--- config.mk ---
export PLATFORM = sky130hd
export DESIGN_NAME = serial_subtractor
export DESIGN_NICKNAME = d
export VERILOG_FILES = /design/src/rtl/serial_sub_pkg.sv /design/src/rtl/full_subtractor.sv /design/src/rtl/serial_subtractor.sv
export SDC_FILE = /design/constraint.sdc
export NUM_CORES = 1
export LEC_CHECK = 0
export CORE_MARGIN = 1
export CORE_UTILIZATION = 28
export CTS_CLUSTER_SIZE = 10
export DETAILED_ROUTE_END_ITERATION = 8
export PLACE_DENSITY = 0.52
export SYNTH_ARGS = -nofsm -noshare
export SYNTH_HDL_FRONTEND = slang
export SYNTH_HIERARCHICAL = 1
export SYNTH_SLANG_ARGS = --single-unit
--- constraint.sdc ---
create_clock -name clk -period 2.37 [get_ports clk]
set_clock_uncertainty 0.15 [all_clocks]
set_input_delay 0.474 -clock clk [delete_from_list [all_inputs] [get_ports clk]]
set_output_delay 0.474 -clock clk [all_outputs]
set_load 0.1 [all_outputs]
--- src/rtl/serial_sub_pkg.sv ---
// Shared types and constants for the bit-serial subtractor.
package serial_sub_pkg;

    localparam int unsigned SERIAL_SUB_WIDTH_DEFAULT = 8;

    typedef enum logic [1:0] {
        IDLE  = 2'd0,
        SHIFT = 2'd1,
        DONE  = 2'd2
    } sub_state_e;

endpackage

--- src/rtl/full_subtractor.sv ---
// One-bit full subtractor: diff = a - b - bin, bout set when the bit borrows.
module full_subtractor (
    input  logic a,
    input  logic b,
    input  logic bin,
    output logic diff,
    output logic bout
);

    assign diff = a ^ b ^ bin;
    assign bout = (~a & b) | (~(a ^ b) & bin);

endmodule

--- src/rtl/serial_subtractor.sv ---
// Bit-serial a-b, LSB first, one bit per clock; WIDTH+2 cycles per operation.
// Optional two's-complement overflow port ovf is built when SERIAL_SUB_OVERFLOW_EN is defined.
module serial_subtractor
    import serial_sub_pkg::*;
#(
    parameter int unsigned WIDTH = SERIAL_SUB_WIDTH_DEFAULT
) (
    input  logic             clk,
    input  logic             rst_n,
    input  logic             start,
    input  logic [WIDTH-1:0] a,
    input  logic [WIDTH-1:0] b,
    output logic             ready,
    output logic             busy,
    output logic             done,
    output logic [WIDTH-1:0] diff,
    output logic             bout
`ifdef SERIAL_SUB_OVERFLOW_EN
    ,
    output logic             ovf
`endif
);

    localparam int unsigned CW = $clog2(WIDTH);

    if (WIDTH < 2 || WIDTH > 32) begin : g_bad_width
        $error("serial_subtractor: WIDTH must be in 2..32");
    end

    sub_state_e       state, state_nxt;
    logic [WIDTH-1:0] a_sh, b_sh, res;
    logic [CW-1:0]    cnt;
    logic             brw;
    logic             load, step, finish;
    logic             d_bit, b_bit;

    full_subtractor u_fs (
        .a    (a_sh[0]),
        .b    (b_sh[0]),
        .bin  (brw),
        .diff (d_bit),
        .bout (b_bit)
    );

    // State register
    always_ff @(posedge clk or negedge rst_n) begin
        if (!rst_n) state <= IDLE;
        else        state <= state_nxt;
    end

    // Next-state and datapath control
    always_comb begin
        state_nxt = state;
        load      = 1'b0;
        step      = 1'b0;
        finish    = 1'b0;
        case (state)
            IDLE: begin
                if (start) begin
                    state_nxt = SHIFT;
                    load      = 1'b1;
                end
            end
            SHIFT: begin
                step = 1'b1;
                if (cnt == CW'(WIDTH - 1)) begin
                    state_nxt = DONE;
                    finish    = 1'b1;
                end
            end
            DONE:    state_nxt = IDLE;
            default: state_nxt = IDLE;
        endcase
    end

    // Status flags registered from the next state so they track state exactly
    always_ff @(posedge clk or negedge rst_n) begin
        if (!rst_n) begin
            ready <= 1'b1;
            busy  <= 1'b0;
            done  <= 1'b0;
        end else begin
            ready <= (state_nxt == IDLE);
            busy  <= (state_nxt == SHIFT);
            done  <= (state_nxt == DONE);
        end
    end

    // Operand/result shift registers, borrow and bit counter
    always_ff @(posedge clk or negedge rst_n) begin
        if (!rst_n) begin
            a_sh <= '0;
            b_sh <= '0;
            res  <= '0;
            brw  <= 1'b0;
            cnt  <= '0;
        end else if (load) begin
            a_sh <= a;
            b_sh <= b;
            brw  <= 1'b0;
            cnt  <= '0;
        end else if (step) begin
            a_sh <= a_sh >> 1;
            b_sh <= b_sh >> 1;
            res  <= (res >> 1) | (WIDTH'(d_bit) << (WIDTH - 1));
            brw  <= b_bit;
            // Hold on the last bit so the counter never wraps
            if (!finish) cnt <= cnt + CW'(1);
        end
    end

    // Results change only when the last bit completes
    always_ff @(posedge clk or negedge rst_n) begin
        if (!rst_n) begin
            diff <= '0;
            bout <= 1'b0;
        end else if (finish) begin
            diff <= (res >> 1) | (WIDTH'(d_bit) << (WIDTH - 1));
            bout <= b_bit;
        end
    end

`ifdef SERIAL_SUB_OVERFLOW_EN
    logic a_msb, b_msb;

    // Operand sign bits are shifted out, so keep copies for the overflow test
    always_ff @(posedge clk or negedge rst_n) begin
        if (!rst_n) begin
            a_msb <= 1'b0;
            b_msb <= 1'b0;
            ovf   <= 1'b0;
        end else if (load) begin
            a_msb <= a[WIDTH-1];
            b_msb <= b[WIDTH-1];
        end else if (finish) begin
            ovf <= (a_msb != b_msb) && (d_bit != a_msb);
        end
    end
`endif

endmodule

Word-level counts from Yosys, hierarchy flattened:

Index checks and enable logic that the tools add are counted.

* flip-flop bits (word level): 42
* input bits: 19
* output and inout bits: 12
* logic and storage cells: 48

* add/subtract/negate cells: 1
* equality and inequality tests: 5
* multiplexer cells: 17
* bitwise gates (word level): 9
* reduce and logical (&&, ||, !) cells: 5

Operator list (count)
* 8-bit two-way mux: 4
* 3-bit two-way mux: 3
* 7-bit by 8-bit OR with 8-bit output: 1
* 1-bit two-way mux: 7
* 2-bit by 1-bit equality test with 1-bit output (second input constant): 2
* 2-bit logical NOT: 2
* 2-bit two-way mux: 2
* 2-bit one-hot mux with 2 select lines: 1
* 2-bit AND reduction: 2
* 3-bit by 1-bit adder with 3-bit output (second input constant): 1
* 3-bit equality test (second input constant): 1
* 1-bit inverter: 3
* 1-bit AND: 2
* 2-bit equality test (second input constant): 1
* 2-bit inequality test (second input constant): 1
* 2-bit nonzero test: 1
* 1-bit bitwise XOR: 2
* 1-bit OR: 1

Logic depth before layout (Yosys ltp):

* depth after elaboration: 6
* mapped depth: 5
* depth with buffers taken out: 4

Modules after synthesis:

The synthesis kept the hierarchy.

By module, submodules not included
* serial_subtractor: times used 1, cells each 141, area an instance 1820.5 sq um
* full_subtractor: times used 1, cells each 4, area an instance 31.3 sq um

Least setup slack after synthesis:

Ideal clock, no wire load.

* path type: register -> register
* start: register cnt[0]
* end: register bout
* setup time: 0.126 ns
* arrival: 1.445 ns
* setup slack: 0.649 ns
* stages on the path, launching flop included: 6
* buffers on the path: 1
* period minus slack after synthesis: 1.721 ns
* path through: dfrtp_1 > ha_1 > ha_1 > nand3b_1 > buf_2 > mux2_2

* word-level cells in the longest chain between the ends: 3

RTL lines
* start: declaration: line serial_subtractor.sv:32 `logic [CW-1:0] cnt;`
* start signal: assignment: line serial_subtractor.sv:108 `if (!finish) cnt <= cnt + CW'(1);`
* 3-bit equality test: line serial_subtractor.sv:66 `if (cnt == CW'(WIDTH - 1)) begin`
* 1-bit two-way mux: line serial_subtractor.sv:66
* 1-bit two-way mux: line serial_subtractor.sv:57 `case (state)`
* end signal: assignment: line serial_subtractor.sv:119 `bout <= b_bit;`
* end: declaration: line serial_subtractor.sv:17 `output logic bout`

No other way between the ends.
A chain may end at the register's enable or synchronous reset.

Final worst setup path:

* start: register cnt[0]
* end: register diff[3]

* word-level cells in the longest chain between the ends: 3

RTL lines
* 3-bit equality test: line serial_subtractor.sv:66
* 1-bit two-way mux: line serial_subtractor.sv:66
* 1-bit two-way mux: line serial_subtractor.sv:57
* end signal: assignment: line serial_subtractor.sv:118 `diff <= (res >> 1) | (WIDTH'(d_bit) << (WIDTH - 1));`
* end: declaration: line serial_subtractor.sv:16 `output logic [WIDTH-1:0] diff,`

No other way between the ends.

==> metrics.md <==
| Metric | Value |
|---|---|
| Run status | `finished with violations` |
| Violated checks | `hold timing` |
| Worst min-delay path class | `in -> async` |
| Residual antenna-violating net count after detailed routing | `0` |
| Area share of the largest cell type after synthesis | `54.1%` |
| Die height | `83.3 microns` |
| Startpoint Class | `register` |
| CTS tree | `done` |
| Total of max-cap violations | `0` |
| Global-route wire length before repair | `6270 microns` |
| Vias in the first global route | `1275` |
| Achievable Freq | `502 MHz` |
| Die Area | `6940 sq um` |
| Post-DP HPWL | `2580 microns` |
| Diodes inserted | `0` |
| Net count after synthesis | `167` |
| Synth Flop Type | `sky130_fd_sc_hd__dfrtp_1` |
| Maximum clock path buffer count | `2` |
| Number of buffers inserted during clock tree synthesis | `5` |
| Horizontal die dimension | `83.3 microns` |
| Iter 0 DRT Violations | `42` |
| Final-report max-slew violation count | `0` |
| Setup repair after global routing missed its margin | `false` |
| Top-Level Pins | `31` |
| Total leakage power | `0.00101 uW` |
| Total Power | `3340 uW` |
| Synth area leaders | `sky130_fd_sc_hd__dfrtp_1 (54%), sky130_fd_sc_hd__mux2_2 (9.7%), sky130_fd_sc_hd__o221a_2 (4.3%)` |
| Initial antenna violation count | `0` |
| H-tree depth reported by CTS | `2` |
| Syn avg cell area | `12.8 sq um` |
| Total setup buffers inserted after CTS | `0` |
| Cell row count | `29` |
| Maximum number of pins on one net before global-route repair | `23` |
| Worst Max-Slew Pin Slew | `0.554 ns` |
| Asr flop ratio synth | `100%` |
| Vias after detailed routing | `1232` |
| Final setup violation count | `0` |
| Area share of fa/ha/maj cells after synthesis | `2.43%` |
| CP Max Fanout | `11` |
| Critical path required time | `2.39 ns` |
| Depth of the worst register-to-register path | `4` |
| # hold bufs at CTS | `0` |
| Compound-gate portion of the synthesized area | `10.9%` |
| Final layout net count | `199` |
| Top cell type by total area after synthesis | `sky130_fd_sc_hd__dfrtp_1` |
| Post-synthesis mux area share | `9.73%` |
| WL final | `3640 microns` |
| Multi-input logic area | `708 sq um` |
| Total number of yosys warnings | `6` |
| Final routed wire length divided by cell count | `14.3 microns` |
| GRT Resource Usage Total | `11.4%` |
| Synth unique cells | `30` |
| Worst path max stage delay | `0.44 ns` |
| Final weighted congestion of routability-driven global placement | `0.683` |
| Cell with the most instances after synthesis | `sky130_fd_sc_hd__dfrtp_1` |
| Final critical-path share of the clock period | `84.1%` |
| Combinational family with the most area after synthesis | `simple AND/OR/NAND/NOR gates` |
| Shortest period the worst path allows | `1.99 ns` |
| Post-place setup slack | `0.294 ns` |
| Area grow syn2layout | `23.2%` |
| Worst hold slack | `-0.00639 ns` |
| Crit path kind | `reg -> reg` |
| Worst reg2reg path startpoint | `cnt[0]` |
| Syn Std Cell Area | `1850 sq um` |
| Register area | `1030 sq um` |
| Slack of the worst reg-to-reg path | `0.38 ns` |
| Initial Util | `29.2%` |
| Clock tree root driver cell | `sky130_fd_sc_hd__clkbuf_8` |
| Cell with the largest stage delay on the worst path | `sky130_fd_sc_hd__nand3b_1` |
| Share of the synthesized netlist area taken by xor and xnor gates | `0%` |
| Post-Place Cells | `247` |
| Area of the core region | `6350 sq um` |
| Most frequent cell on the critical path | `sky130_fd_sc_hd__ha_1` |
| CTS sink cnt | `41` |
| Number of iterations in the first detailed-routing pass | `4` |
| Critical path cell sequence | `ha_1, ha_1, nand3b_1, mux2_2` |
| Sequential cell area fraction in the yosys report | `55.5%` |
| Number of endpoints with negative hold slack in the final report | `15` |
| Type of destination of the critical path | `register` |
| Synth top cells by count | `sky130_fd_sc_hd__dfrtp_1 (40), sky130_fd_sc_hd__mux2_2 (16), sky130_fd_sc_hd__inv_1 (15)` |
| Fraction of layout cells with a size suffix above 1 | `28.8%` |
| Non-filler instance count after layout | `254` |
| Clock latency reported for the late side of the worst-skew pair | `0.28 ns` |
| Final Worst Setup Slack | `0.378 ns` |
| Share of synthesized cell area in and, or, nand and nor gates | `15.1%` |
| DRC | `0` |
| CP Data Arrival Time | `2.01 ns` |
| Fillcell total | `599` |
| Post-detailed-route via-to-cell ratio | `4.85` |
| Synthesized instance count | `145` |
| Slew margin rel. | `63.0%` |
| Largest voltage drop on the vdd net | `0.893 mV` |
| Aggregate negative setup slack | `0 ns` |
| Flops & latches, synth | `41` |
| Clock edge transition at the registers on the reported setup and hold paths | `0.08 ns` |
| Global route overflow | `0` |
| Number of resized instances in the post-cts repair step | `0` |
| Post-synth EDFFs | `0` |
| # port buffers | `30` |
| Worst reg2reg path endpoint | `diff[3]` |
| Power Dens Cells | `1470 nW/um^2` |
-- metrics by stage --
stage                     hold slack, ns  instance area (sq um)  util [%]
after floorplan                   0.0284                   1850         -
after global placement             0.303                   2190      34.6
after detailed placement           0.319                   2190      34.6
after CTS                        0.00327                   2280      35.9
after global routing              0.0196                   2280      35.9
final                           -0.00639                   2280      35.9
-- routing by layer --
metal  GRT usage [%]  up-vias  part of all wire [%]  wire length (microns)
met1            15.6      607                    48                   1770
met5               0        -                     0                      0
li1                -      593                     -                      -
met2            17.3       25                    46                   1680
met4            4.08        0                   1.5                     55
met3            3.28        7                   3.9                    141
-- placed cells by master, fill, tap and decap left out, types with 2 or more instances in the layout --
cell type,instances
sky130_fd_sc_hd__nand2_1,2
sky130_fd_sc_hd__clkbuf_8,6
sky130_fd_sc_hd__a211oi_1,7
sky130_fd_sc_hd__or4b_1,7
sky130_fd_sc_hd__mux2_2,16
sky130_fd_sc_hd__nor4bb_1,2
sky130_fd_sc_hd__nand2b_1,4
sky130_fd_sc_hd__nand3_1,3
sky130_fd_sc_hd__a21oi_1,2
sky130_fd_sc_hd__o221ai_1,3
sky130_fd_sc_hd__clkdlybuf4s50_1,17
sky130_fd_sc_hd__o221a_2,7
sky130_fd_sc_hd__nor4b_1,7
sky130_fd_sc_hd__ha_1,2
sky130_fd_sc_hd__inv_1,15
sky130_fd_sc_hd__nor3b_1,8
sky130_fd_sc_hd__buf_4,17
sky130_fd_sc_hd__dfrtp_1,40
-- worst max-delay path: cells and delay by family (launching register included) --
| kind | cells | cell delay (ns) |
|---|---|---|
| adders and majority gates | 2 | 0.46 |
| DFF | 1 | 0.42 |
| and+or+nand+nor | 1 | 0.44 |
| muxes | 1 | 0.40 |
-- how the worst max path moves through the flow --
| stage | start | endpoint | depth (start not counted) |
|---|---|---|---|
| after CTS | cnt[0] | diff[5] | 4 |
| after detailed placement | start | b_sh[3] | 4 |
| after global routing | cnt[0] | diff[5] | 4 |
| final | cnt[0] | diff[3] | 4 |
| after global placement | start | b_sh[4] | 4 |
| after floorplan | cnt[0] | bout | 5 |
-- power breakdown --
| part | total (uW) | internal, uW | switching (uW) |
|---|---|---|---|
| sequential | 1260 | 1030 | 231 |
| clock | 456 | 231 | 225 |
| combinational | 1630 | 585 | 1050 |
| total | 3340 | 1840 | 1500 |
-- cells by family after synthesis --
| kind of cell | count (synthesis) |
|---|---|
| DFF | 41 |
| and+or+nand+nor | 36 |
| buffers and inverters | 26 |
| muxes | 16 |
| adders and majority gates | 3 |
| AOI/OAI and AO/OA | 23 |
-- state kept, by name, indices dropped and copies added, names as in the netlist, 2 cells and up --
signal  cells
a_sh        8
b_sh        8
cnt         3
diff        8
res         7
state       2
-- final cells by class --
type                    instances  share of cell area, %
well taps                      77                   4.22
repair buffers                 35                   13.3
multi-input cells              78                   31.0
flip-flops and latches         41                   45.0
clock buffers                   7                   3.78
inverters                      16                   2.63
Power figures use the tool's default switching activity.
